File: src/rtl/wino_tile_packer.sv
// wino_tile_packer: packs one 25-byte Winograd tile (16 input + 9 weight bytes)
// into 14 words for the ALU B-operand slots. One word per handshake. With the
// marker enabled, every word carries bit 16 set and its own index in [20:17].
// That makes each word non-zero and different from the word before it, even
// when the tile bytes are all zero.
module wino_tile_packer #(
    parameter int CNT_W   = 16,
    parameter bit MARK_EN = 1'b1
) (
    input  logic             clk,
    input  logic             rst,
    input  logic             flush,
    input  logic             in_valid,
    output logic             in_ready,
    input  logic [7:0]       in_data,
    output logic             out_valid,
    input  logic             out_ready,
    output logic [31:0]      out_data,
    output logic [3:0]       out_index,
    output logic             out_last,
    output logic [CNT_W-1:0] tile_count
);

    typedef enum logic {
        FILL = 1'b0,
        SEND = 1'b1
    } state_t;

    state_t           state_q, state_d;
    logic [3:0]       idx_q, idx_d;
    logic             half_q, half_d;   // first byte of a 2-byte word held
    logic [7:0]       hi_q, hi_d;
    logic [7:0]       lo_q, lo_d;
    logic [CNT_W-1:0] tiles_q, tiles_d;

    logic             single_byte;
    logic [4:0]       mark_bits;

    // Words 9, 11 and 13 carry only one byte; their low byte stays zero.
    assign single_byte = (idx_q == 4'd9) || (idx_q == 4'd11) || (idx_q == 4'd13);

    if (MARK_EN) begin : g_mark
        assign mark_bits = {idx_q, 1'b1};
    end else begin : g_nomark
        assign mark_bits = 5'd0;
    end

    // Input and output phases never overlap. in_ready is gated by rst so it
    // reads 0 for the whole time reset is held.
    assign in_ready   = (state_q == FILL) && !rst;
    assign out_valid  = (state_q == SEND);
    assign out_data   = (state_q == SEND) ? {11'd0, mark_bits, hi_q, lo_q} : 32'd0;
    assign out_index  = idx_q;
    assign out_last   = (state_q == SEND) && (idx_q == 4'd13);
    assign tile_count = tiles_q;

    // Next-state logic. flush has priority over both handshakes, so a word
    // accepted in the same cycle as flush is dropped and not counted.
    always_comb begin
        state_d = state_q;
        idx_d   = idx_q;
        half_d  = half_q;
        hi_d    = hi_q;
        lo_d    = lo_q;
        tiles_d = tiles_q;
        if (flush) begin
            state_d = FILL;
            idx_d   = 4'd0;
            half_d  = 1'b0;
            hi_d    = 8'd0;
            lo_d    = 8'd0;
        end else begin
            case (state_q)
                FILL: begin
                    if (in_valid) begin
                        if (!half_q) begin
                            hi_d = in_data;
                            lo_d = 8'd0;
                            if (single_byte) begin
                                state_d = SEND;
                            end else begin
                                half_d = 1'b1;
                            end
                        end else begin
                            lo_d    = in_data;
                            half_d  = 1'b0;
                            state_d = SEND;
                        end
                    end
                end
                SEND: begin
                    if (out_ready) begin
                        state_d = FILL;
                        half_d  = 1'b0;
                        if (idx_q == 4'd13) begin
                            idx_d   = 4'd0;
                            tiles_d = tiles_q + CNT_W'(1);
                        end else begin
                            idx_d = idx_q + 4'd1;
                        end
                    end
                end
                default: state_d = FILL;
            endcase
        end
    end

    // State registers with synchronous reset.
    always_ff @(posedge clk) begin
        if (rst) begin
            state_q <= FILL;
            idx_q   <= 4'd0;
            half_q  <= 1'b0;
            hi_q    <= 8'd0;
            lo_q    <= 8'd0;
            tiles_q <= '0;
        end else begin
            state_q <= state_d;
            idx_q   <= idx_d;
            half_q  <= half_d;
            hi_q    <= hi_d;
            lo_q    <= lo_d;
            tiles_q <= tiles_d;
        end
    end

endmodule

File: config.mk
export PLATFORM = sky130hd
export DESIGN_NAME = wino_tile_packer
export DESIGN_NICKNAME = d
export VERILOG_FILES = /design/src/rtl/wino_tile_packer.sv
export SDC_FILE = /design/constraint.sdc
export NUM_CORES = 1
export LEC_CHECK = 0
export CELL_PAD_IN_SITES_DETAIL_PLACEMENT = 1
export CELL_PAD_IN_SITES_GLOBAL_PLACEMENT = 1
export CORE_UTILIZATION = 31
export DETAILED_ROUTE_END_ITERATION = 6
export HOLD_SLACK_MARGIN = 0.05
export PLACE_DENSITY = 0.89
export SYNTH_ARGS = -nofsm -noshare
export SYNTH_HDL_FRONTEND = slang
export SYNTH_SLANG_ARGS = --single-unit
File: constraint.sdc
create_clock -name clk -period 2.48 [get_ports clk]
set_clock_uncertainty 0.05 [all_clocks]
set_input_delay 0.496 -clock clk [delete_from_list [all_inputs] [get_ports clk]]
set_output_delay 0.496 -clock clk [all_outputs]
set_load 0.01 [all_outputs]
Word-level counts from Yosys, hierarchy flattened:

Index checks and enable logic that the tools add are counted.

* add/sub/neg operators: 2
* equal/unequal tests: 5
* mux-type cells: 13
* bitwise gates (word level): 3
* reductions and logical operators: 11

Operator list (count)
* 21-bit two-way mux: 1
* 16-bit by 1-bit adder with 16-bit output (second input constant): 1
* 4-bit equality test (second input constant): 3
* 1-bit two-way mux: 8
* 8-bit two-way mux: 1
* 2-bit AND reduction: 3
* 4-bit by 1-bit adder with 4-bit output (second input constant): 1
* 4-bit two-way mux: 1
* 2-bit != test (second input constant): 2
* 1-bit one-hot mux with 2 select lines: 2
* 4-bit AND reduction: 1
* 1-bit NOT: 3
* 3-bit AND reduction: 1
* 1-bit logical AND: 2
* 1-bit logical OR: 2
* 2-bit OR reduction: 1
* 1-bit zero test: 1

* register bits after elaboration: 38
* input bits: 13
* output and inout port bits: 55
* word-level logic and storage cells: 40

Depth between registers and ports, before layout:

Gate-level depths: netlist of run 1.

* word-level depth: 7
* depth in mapped cells: 6
* mapped depth without buffers: 5

Least setup slack after synthesis of run 1:

Ideal clock, no wire load.

* path type: input to register
* start: input out_ready
* end: register tiles_q[15] (netlist: tile_count[15])
* library setup time: 0.123 ns
* arrival: 1.789 ns
* required time: 2.307 ns
* slack: 0.517 ns
* cell stages on the path: 5
* buffers on the path: 1
* path through: nand4b_1 > buf_4 > or4_4 > nor3_1 > mux2_1

* cells in the longest elaborated chain, start to end: 1

Ends and longest elaborated chain
* start: declaration: line 17 `input logic out_ready,`
* 4-bit AND reduction (no line)
* end signal: assignment: line 123 `tiles_q <= tiles_d;`
* end: declaration: line 34 `logic [CNT_W-1:0] tiles_q, tiles_d;`

No other way between the ends.
A chain may end at the register's enable or synchronous reset.

Final worst setup path of run 1:

* start: register idx_q[0] (netlist: out_index[0])
* end: output out_last

* cells in the longest elaborated chain, start to end: 2

Ends and longest elaborated chain
* start: declaration: line 30 `logic [3:0] idx_q, idx_d;`
* start signal: assignment: line 119 `idx_q <= idx_d;`
* 4-bit equality test: line 54 `assign out_last = (state_q == SEND) && (idx_q == 4'd13);`
* 1-bit logical AND: line 54
* end: declaration: line 20 `output logic out_last,`

No other way between the ends.

==> out/results.ini, run 1 <==
[status]
outcome = finished, final reports clean

[yosys]
synth_area_leader_cell = dfxtp_1
synth_area_um2 = 1840
synth.avg_cell_area_um2 = 7.85
ys.flop_type = dfxtp_1
yosys-top-cells-area = dfxtp_1 41%, a21oi_1 7.6%, and2_1 6.8%
yosysSeqAreaShare_pct = 41.2
synth-edff-count = 0
synth_top_area_share_pct = 41.2
synthCells = 235
async_flop_share_pct = 0
ys_warn_count = 0
ys_types = 34
ys_ff_latch = 38

[finish]
syn2layout_area_growth_pct = 38.4
drive_gt1_share_pct = 5.84
fin_area_um2 = 2550
fin_util_pct = 45.5
nNetsFinal = 304
antennaDiodeCount = 0
fillers = 694

[timing]
period_minus_slack_ps = 2270
worstMarginPinSlew_ps = 606
rsz0062_at_grt = false
maxSlewViolCount = 0
setup_tns_ps = 0
setup_viol = 0
slew_headroom_pct = 59.6
final-hold-violation-count = 0
timing.final.crit_share_pct = 91.7
max_freq_ghz = 0.440

[clock_network]
worstSkewPairLatency_ps = 290
cts.reportedPaths.clkPinSlew_ps = 80
root_buffer = clkbuf_8
cts_tree = yes
numClockSinks = 38
cts.repair.resized = 0
htree_levels = 2
clockBufferDepth = 2
cts_hold_buf = 0
numCtsBuffers = 5
cts_setup_buffers = 0

[setup_path]
arrival_ps = 1730
crit_start = out_index[0]
crit_type = reg -> out
r2r_start = tile_count[0]
cp_data_required_time_ps = 1930
cp-end-kind = output port
cp_max_fo = 5
critPathLaunchType = register

[drt]
route.vias.total = 1780
ant_nets = 0
routed_wl_mm = 5.04
drc = 0
dr.first_iter.drc_count = 80
first_pass_iters = 4
detail_route.wl_per_cell_um = 13.9
viasPerCell = 4.90

[grt]
grt_pass1_wl_mm = 8.34
grt_use_total_pct = 17.0
grt_pass1_vias = 1802
antenna_found_initial = 0
grt_max_degree = 25
gr-total-overflow = 0

[place]
port_buffers = 56
dp.final_hpwl_mm = 3.68
placed_area_um2 = 2450
gp_congestion = 0.720

[power]
p_total_mw = 1.22
peakVddDrop_mv = 0.239
power_density_nw_per_um2 = 478
leakage_nw = 0.889

[die]
start_util_pct = 32.9
die_h_um = 79.1
rows = 27
fp.coreArea_um2 = 5610
dieArea_um2 = 6260
ioPinCount = 68
fp.dieW_um = 79.1

[run]
drv_cap = 0

[worst_hold_path]
min_from = lo_q[0]
hp-class = reg -> reg

registers in the layout (all words and copies together) (netlist names):
signal	count
half_q	1
out_valid	1
hi_q	8
out_index	4
lo_q	8
tile_count	16
worst max-delay path, stage by stage (launching register included):
cell and delay [ps]:
dfxtp_1 430, and2_1 260, nand3_1 100, nor2_1 120, clkdlybuf4s50_1 540
cells in the final DEF (no fill, tap or decap), drive strengths merged, types with 3 or more instances in the layout:
cell / n
nor2: 18
o21ai: 17
clkbuf: 7
nor3: 5
buf: 9
and2: 20
nand3: 16
xnor2: 8
nand2: 24
a21oi: 28
dfxtp: 38
conb: 11
inv: 5
clkdlybuf4s50: 56
nor4: 3
or3: 5
kinds of logic after synthesis:
| logic type | Yosys count | share of synthesized area, % |
|---|---|---|
| flip-flops | 38 | 41.2 |
| buffers and inverters | 32 | 9.36 |
| other | 1 | 0.203 |
| AO/OA/AOI/OAI | 46 | 12.6 |
| multiplexers | 2 | 1.15 |
| adder cells (fa/ha/maj) | 1 | 0.678 |
| XOR/XNOR | 9 | 4.27 |
| AND/OR/NAND/NOR | 106 | 30.5 |
worst paths after layout:
path,cells after the start,slack [ps],to
worst min register to register,2,400,lo_q[0]
worst max register to register,5,520,tile_count[10]
worst min-delay path,2,400,lo_q[0]
worst max-delay path,4,210,out_last
cells in the mapped netlist (8+ instances only):
cell type  instances
a21oi_1           28
and2_1            20
buf_4             13
clkbuf_1          10
dfxtp_1           38
nand2_1           24
nand3_1           16
nor2_1            18
o21ai_0           17
xnor2_1            8
report_power, final:
group / total (mW) / internal (mW) / switching, mW
registers: 0.622 / 0.616 / 0.00632
clock network: 0.522 / 0.301 / 0.221
logic: 0.0757 / 0.0322 / 0.0435
through the flow:
stage	worst slack (ps)	hold slack (ps)	cells
4_1_cts	187	405	363
3_5_place_dp	-9.62	394	355
3_3_place_gp	55.6	385	355
2_1_floorplan	517	377	245
6_report	206	401	363
5_1_grt	128	435	363
area by class of cell:
| class | count | area (um^2) | share of cell area, % |
|---|---|---|---|
| multi-input combinational | 175 | 948 | 37.2 |
| clock buffer | 7 | 76.3 | 2.99 |
| sequential | 38 | 761 | 29.8 |
| inverter | 5 | 18.8 | 0.735 |
| clock inverter | 1 | 30.0 | 1.18 |
| tap | 72 | 90.1 | 3.53 |
| timing repair buffer | 65 | 628 | 24.6 |
routing by layer:
layer	GRT usage, %	wire [um]	vias to the layer above
li1	-	-	874
met1	21.0	2260	861
met5	0	0	-
met3	3.33	174	6
met2	29.7	2540	39
met4	5.09	74	0
Power figures use the tool's default switching activity.
==> inputs of run 2 (changes only) <==
Settings changed: GPL_TIMING_DRIVEN set to 0.
==> run 2 against run 1 <==
  * Critical path depth decreased by 1
  * Via count increased by 1.7%
  * Total power increased by 0.23%
  * Sequential power about the same
  * Global-route usage increased by 0.79 points
  * Utilization increased by 1.5 points
  * Sequential share of layout area decreased by 0.87 points
  * Die area unchanged
  * Design area increased by 3.2%
==> out/results.ini, run 2 (synthesis gave the netlist of run 1 again) <==
[status]
outcome = finished, final reports clean

[die]
ioPinCount = 68  ; unchanged
die_h_um = 79.1  ; unchanged
start_util_pct = 32.9  ; unchanged
fp.coreArea_um2 = 5610  ; unchanged
rows = 27  ; unchanged
fp.dieW_um = 79.1  ; unchanged
dieArea_um2 = 6260  ; unchanged

[clock_network]
cts_setup_buffers = 0  ; unchanged
cts_hold_buf = 0  ; unchanged
numClockSinks = 38  ; unchanged
htree_levels = 2  ; unchanged
cts.reportedPaths.clkPinSlew_ps = 80  ; about the same
clockBufferDepth = 2  ; unchanged
cts_tree = yes
cts.repair.resized = 1  ; +1
numCtsBuffers = 5  ; unchanged
worstSkewPairLatency_ps = 280  ; about the same
root_buffer = clkbuf_8

[grt]
grt_use_total_pct = 17.8  ; +0.79 points
antenna_found_initial = 0  ; unchanged
grt_pass1_vias = 1835  ; +1.8%
gr-total-overflow = 0  ; unchanged
grt_pass1_wl_mm = 8.75  ; +4.9%
grt_max_degree = 13  ; -48%

[setup_path]
cp_max_fo = 10  ; +5
arrival_ps = 1780  ; +50 ps
critPathLaunchType = register
cp-end-kind = output port
crit_type = reg -> out
cp_data_required_time_ps = 1930  ; about the same

[finish]
fillers = 728  ; +4.9%
fin_cells = 379  ; +4.4%
syn2layout_area_growth_pct = 42.8
final_common_cell = clkdlybuf4s50_1
nNetsFinal = 320  ; +5.3%
drive_gt1_share_pct = 9.45  ; +3.6 points
largest_register_ffs = 16  ; unchanged
layout_common_cells = 54 x clkdlybuf4s50_1, 37 x dfxtp_1, 28 x a21oi_1
antennaDiodeCount = 0  ; unchanged

[worst_hold_path]
hp-class = reg -> reg

[timing]
setup_viol = 0  ; unchanged
period_minus_slack_ps = 2320  ; +47.5 ps
slew_headroom_pct = 66.1  ; +6.5 points
max_freq_ghz = 0.431  ; -2.0%
final-hold-violation-count = 0  ; unchanged
maxSlewViolCount = 0  ; unchanged
setup_tns_ps = 0  ; unchanged
worstMarginPinSlew_ps = 507  ; -98.4 ps
timing.final.crit_share_pct = 93.6  ; +1.9 points
rsz0062_at_grt = false

[drt]
drc = 0  ; unchanged
routed_wl_mm = 5.20  ; +3.2%
dr.first_iter.drc_count = 90  ; +13%
viasPerCell = 4.78  ; -2.6%
route.vias.total = 1811  ; +1.7%
ant_nets = 0  ; unchanged
first_pass_iters = 4  ; unchanged
detail_route.wl_per_cell_um = 13.7  ; -1.1%

[place]
numPlacedInstances = 372  ; +4.8%
dp.final_hpwl_mm = 3.90  ; +5.9%
port_buffers = 55  ; -1.8%
gp_congestion = 0.796  ; +11%

[power]
power_density_nw_per_um2 = 464  ; -2.9%
leakage_nw = 0.959  ; +7.9%
peakVddDrop_mv = 0.194  ; -19%

[run]
drv_cap = 0  ; unchanged

==> run 2: changes by cell type in the layout (fill, tap and decap cells not counted) <==
cell             change
buf_1                +1
buf_2                +3
buf_4                +4
clkbuf_1             +5
clkbuf_2             +2
clkdlybuf4s50_1      -2
clkinv_2             +2
dfxtp_1              -1
dfxtp_2              +1
dlymetal6s2s_1       +1
==> run 2: worst max-delay path, cell delays in order, from the launching register on <==
cell and delay [ps]:
dfxtp_2 420, clkbuf_1 320, and2_1 210, clkdlybuf4s50_1 540
==> run 2: where the power goes <==
part | switching, mW | internal, mW | leakage, nW
Sequential | 0.00281 | 0.616 | 0.307
Clock | 0.217 | 0.296 | 0.0579
Combinational | 0.0508 | 0.0405 | 0.594
==> run 2: final cells by class <==
| type | count | area [um^2] | area share [%] |
|---|---|---|---|
| timing repair buffer | 55 | 553 | 21.0 |
| inverter | 5 | 18.8 | 0.713 |
| clock buffer | 5 | 68.8 | 2.61 |
| multi-input combinational | 175 | 948 | 36.0 |
| sequential | 38 | 762 | 28.9 |
| tap | 72 | 90.1 | 3.42 |
| buffer | 26 | 153 | 5.80 |
| clock inverter | 3 | 40.0 | 1.52 |
==> run 2: final timing paths <==
path / slack [ps] / startpoint / cells after the start / endpoint
max reg2reg: 360 / out_index[1] / 5 / tile_count[15]
max: 160 / out_valid / 3 / out_data[18]
min reg2reg: 400 / lo_q[0] / 2 / lo_q[0]
min: 400 / lo_q[0] / 2 / lo_q[0]
==> run 2: per-layer routing <==
metal	GRT usage [%]	up-vias	part of all wire, %
li1	-	908	-
met1	22.4	855	45
met2	30.0	40	49
met3	2.87	8	3.7
met4	7.27	0	1.9
met5	0	-	0
==> run 2: metrics by stage <==
stage | power (mW) | instance area (um^2) | hold slack [ps] | utilization (%) | setup slack (ps)
after floorplan | 0.685 | 1880 | 377 | - | 517
after global placement | 0.721 | 2520 | 387 | 45.0 | -261
after detailed placement | 0.724 | 2520 | 393 | 45.0 | -267
after global routing | 1.27 | 2630 | 425 | 47.0 | 26.0
final | 1.22 | 2630 | 401 | 47.0 | 158
after CTS | 1.23 | 2630 | 403 | 46.9 | 33.7
==> inputs of run 3 (changes only) <==
Clock period 2.48 ns to 2.6 ns, I/O delays scaled along.
==> run 3 against run 2 <==
  * Cell count rose by 0.26%
  * Critical path type is now in -> reg
  * Count of clock-buffer cells in the layout did not move
  * Total power fell by 4.5%
  * Register-to-register slack improved by 120 ps
==> out/results.ini, run 3 (synthesis gave the netlist of run 1 again) <==
[drt]
met2_wirelength_mm = 2.55  ; -0.12%
route.top_layer_used = met4
drc = 0  ; unchanged
wl_met1_mm = 2.35  ; -0.30%
first_pass_iters = 4  ; unchanged
detail_route.wl_per_cell_um = 13.7  ; -0.13%
viasPerCell = 4.83  ; +1.1%
wl_met3_um = 194  ; +2.1%
ant_nets = 0  ; unchanged
routed_wl_mm = 5.21  ; +0.13%
dr.first_iter.drc_count = 80  ; -11%
route.vias.total = 1836  ; +1.4%

[timing]
max_freq_ghz = 0.404
setup_viol = 0  ; unchanged
maxSlewViolCount = 0  ; unchanged
timing.final.crit_share_pct = 95.2
slew_headroom_pct = 66.2  ; +0.17 points
rsz0062_at_grt = false
final-hold-violation-count = 0  ; unchanged
worstMarginPinSlew_ps = 505  ; -2.57 ps
period_minus_slack_ps = 2480

[finish]
fin_area_um2 = 2630  ; about the same
syn2layout_area_growth_pct = 42.7  ; about the same
final_common_cell = clkdlybuf4s50_1
layout_common_cells = 55 x clkdlybuf4s50_1, 37 x dfxtp_1, 28 x a21oi_1
nNetsFinal = 321  ; +0.31%
antennaDiodeCount = 0  ; unchanged
drive_gt1_share_pct = 8.77  ; -0.68 points
largest_register_ffs = 16  ; unchanged
fin_util_pct = 46.9  ; about the same

[power]
p_total_mw = 1.17  ; -4.5%
leakage_nw = 0.944  ; -1.5%
power_density_nw_per_um2 = 444  ; -4.4%
peakVddDrop_mv = 0.186  ; -4.4%

[grt]
grt_max_degree = 13  ; unchanged
grt_use_total_pct = 17.8  ; unchanged
grt_pass1_vias = 1835  ; unchanged
grt_pass1_wl_mm = 8.75  ; unchanged
gr-total-overflow = 0  ; unchanged
antenna_found_initial = 0  ; unchanged

[die]
dieArea_um2 = 6260  ; unchanged
fp.dieW_um = 79.1  ; unchanged
die_h_um = 79.1  ; unchanged
ioPinCount = 68  ; unchanged
rows = 27  ; unchanged
fp.coreArea_um2 = 5610  ; unchanged
start_util_pct = 32.9  ; unchanged

[clock_network]
cts.reportedPaths.clkPinSlew_ps = 70  ; about the same
cts_setup_buffers = 0  ; unchanged
htree_levels = 2  ; unchanged
clockBufferDepth = 2  ; unchanged
cts_tree = yes
numCtsBuffers = 5  ; unchanged
worstSkewPairLatency_ps = 280  ; about the same
root_buffer = clkbuf_8
numClockSinks = 38  ; unchanged

[place]
dp.final_hpwl_mm = 3.90  ; unchanged
port_buffers = 55  ; unchanged
placed_area_um2 = 2520  ; unchanged
gp_congestion = 0.796  ; unchanged

[status]
outcome = finished, final reports clean

[setup_path]
cp_max_fo = 10  ; unchanged
cp-end-kind = register
crit_type = in -> reg
arrival_ps = 2600  ; +820 ps
critPathLaunchType = input pin
cp_data_required_time_ps = 2720  ; +790 ps

[run]
drv_cap = 0  ; unchanged

[worst_hold_path]
hp-class = reg -> reg

[run 3: final cells by class]
cell class                 instances  area, um^2
fill                             726        2980
multi-input combinational        175         948
sequential                        38         762
timing repair buffer              55         551
buffer                            27         154
tap                               72        90.1
clock buffer                       5        68.8
clock inverter                     3        40.0
inverter                           5        18.8
[run 3: worst max-delay path: stages]
cell	delay, ps
clkdlybuf4s50_1	580
nand4b_1	160
buf_4	200
or4_4	580
nor3_1	200
mux2_1	340
[run 3: routing by layer]
metal | track usage [%] | up-vias
met5 | 0 | -
met3 | 2.87 | 10
met2 | 30.0 | 39
li1 | - | 910
met1 | 22.4 | 877
met4 | 7.27 | 0
[run 3: path summary, 6_finish.rpt]
kind	slack, ps	from	depth (start not counted)	endpoint
worst max register to register	480	out_index[1]	5	tile_count[15]
worst max-delay path	120	out_ready	6	tile_count[15]
worst min-delay path	400	lo_q[0]	2	lo_q[0]
worst min register to register	400	lo_q[0]	2	lo_q[0]
[run 3: per-stage QoR]
step | std cells | setup WS (ps) | TNS (ps) | hold slack, ps
2_1_floorplan | 245 | 613 | 0 | 377
3_3_place_gp | 372 | -165 | -165 | 387
3_5_place_dp | 372 | -171 | -258 | 393
4_1_cts | 380 | 55.8 | 0 | 403
5_1_grt | 380 | 29.0 | 0 | 425
6_report | 380 | 124 | 0 | 400
[run 3: power by group]
group          switching, mW  internal (mW)  leakage [nW]
sequential           0.00268          0.587         0.307
combinational         0.0484         0.0386         0.579
clock                  0.208          0.282        0.0579
total                  0.259          0.908         0.944
[run 3: what timing repair did]
action	4_1_cts	5_1_grt
hold buffers	0	0
gates resized for setup	0	1
setup endpoints to repair	0	6
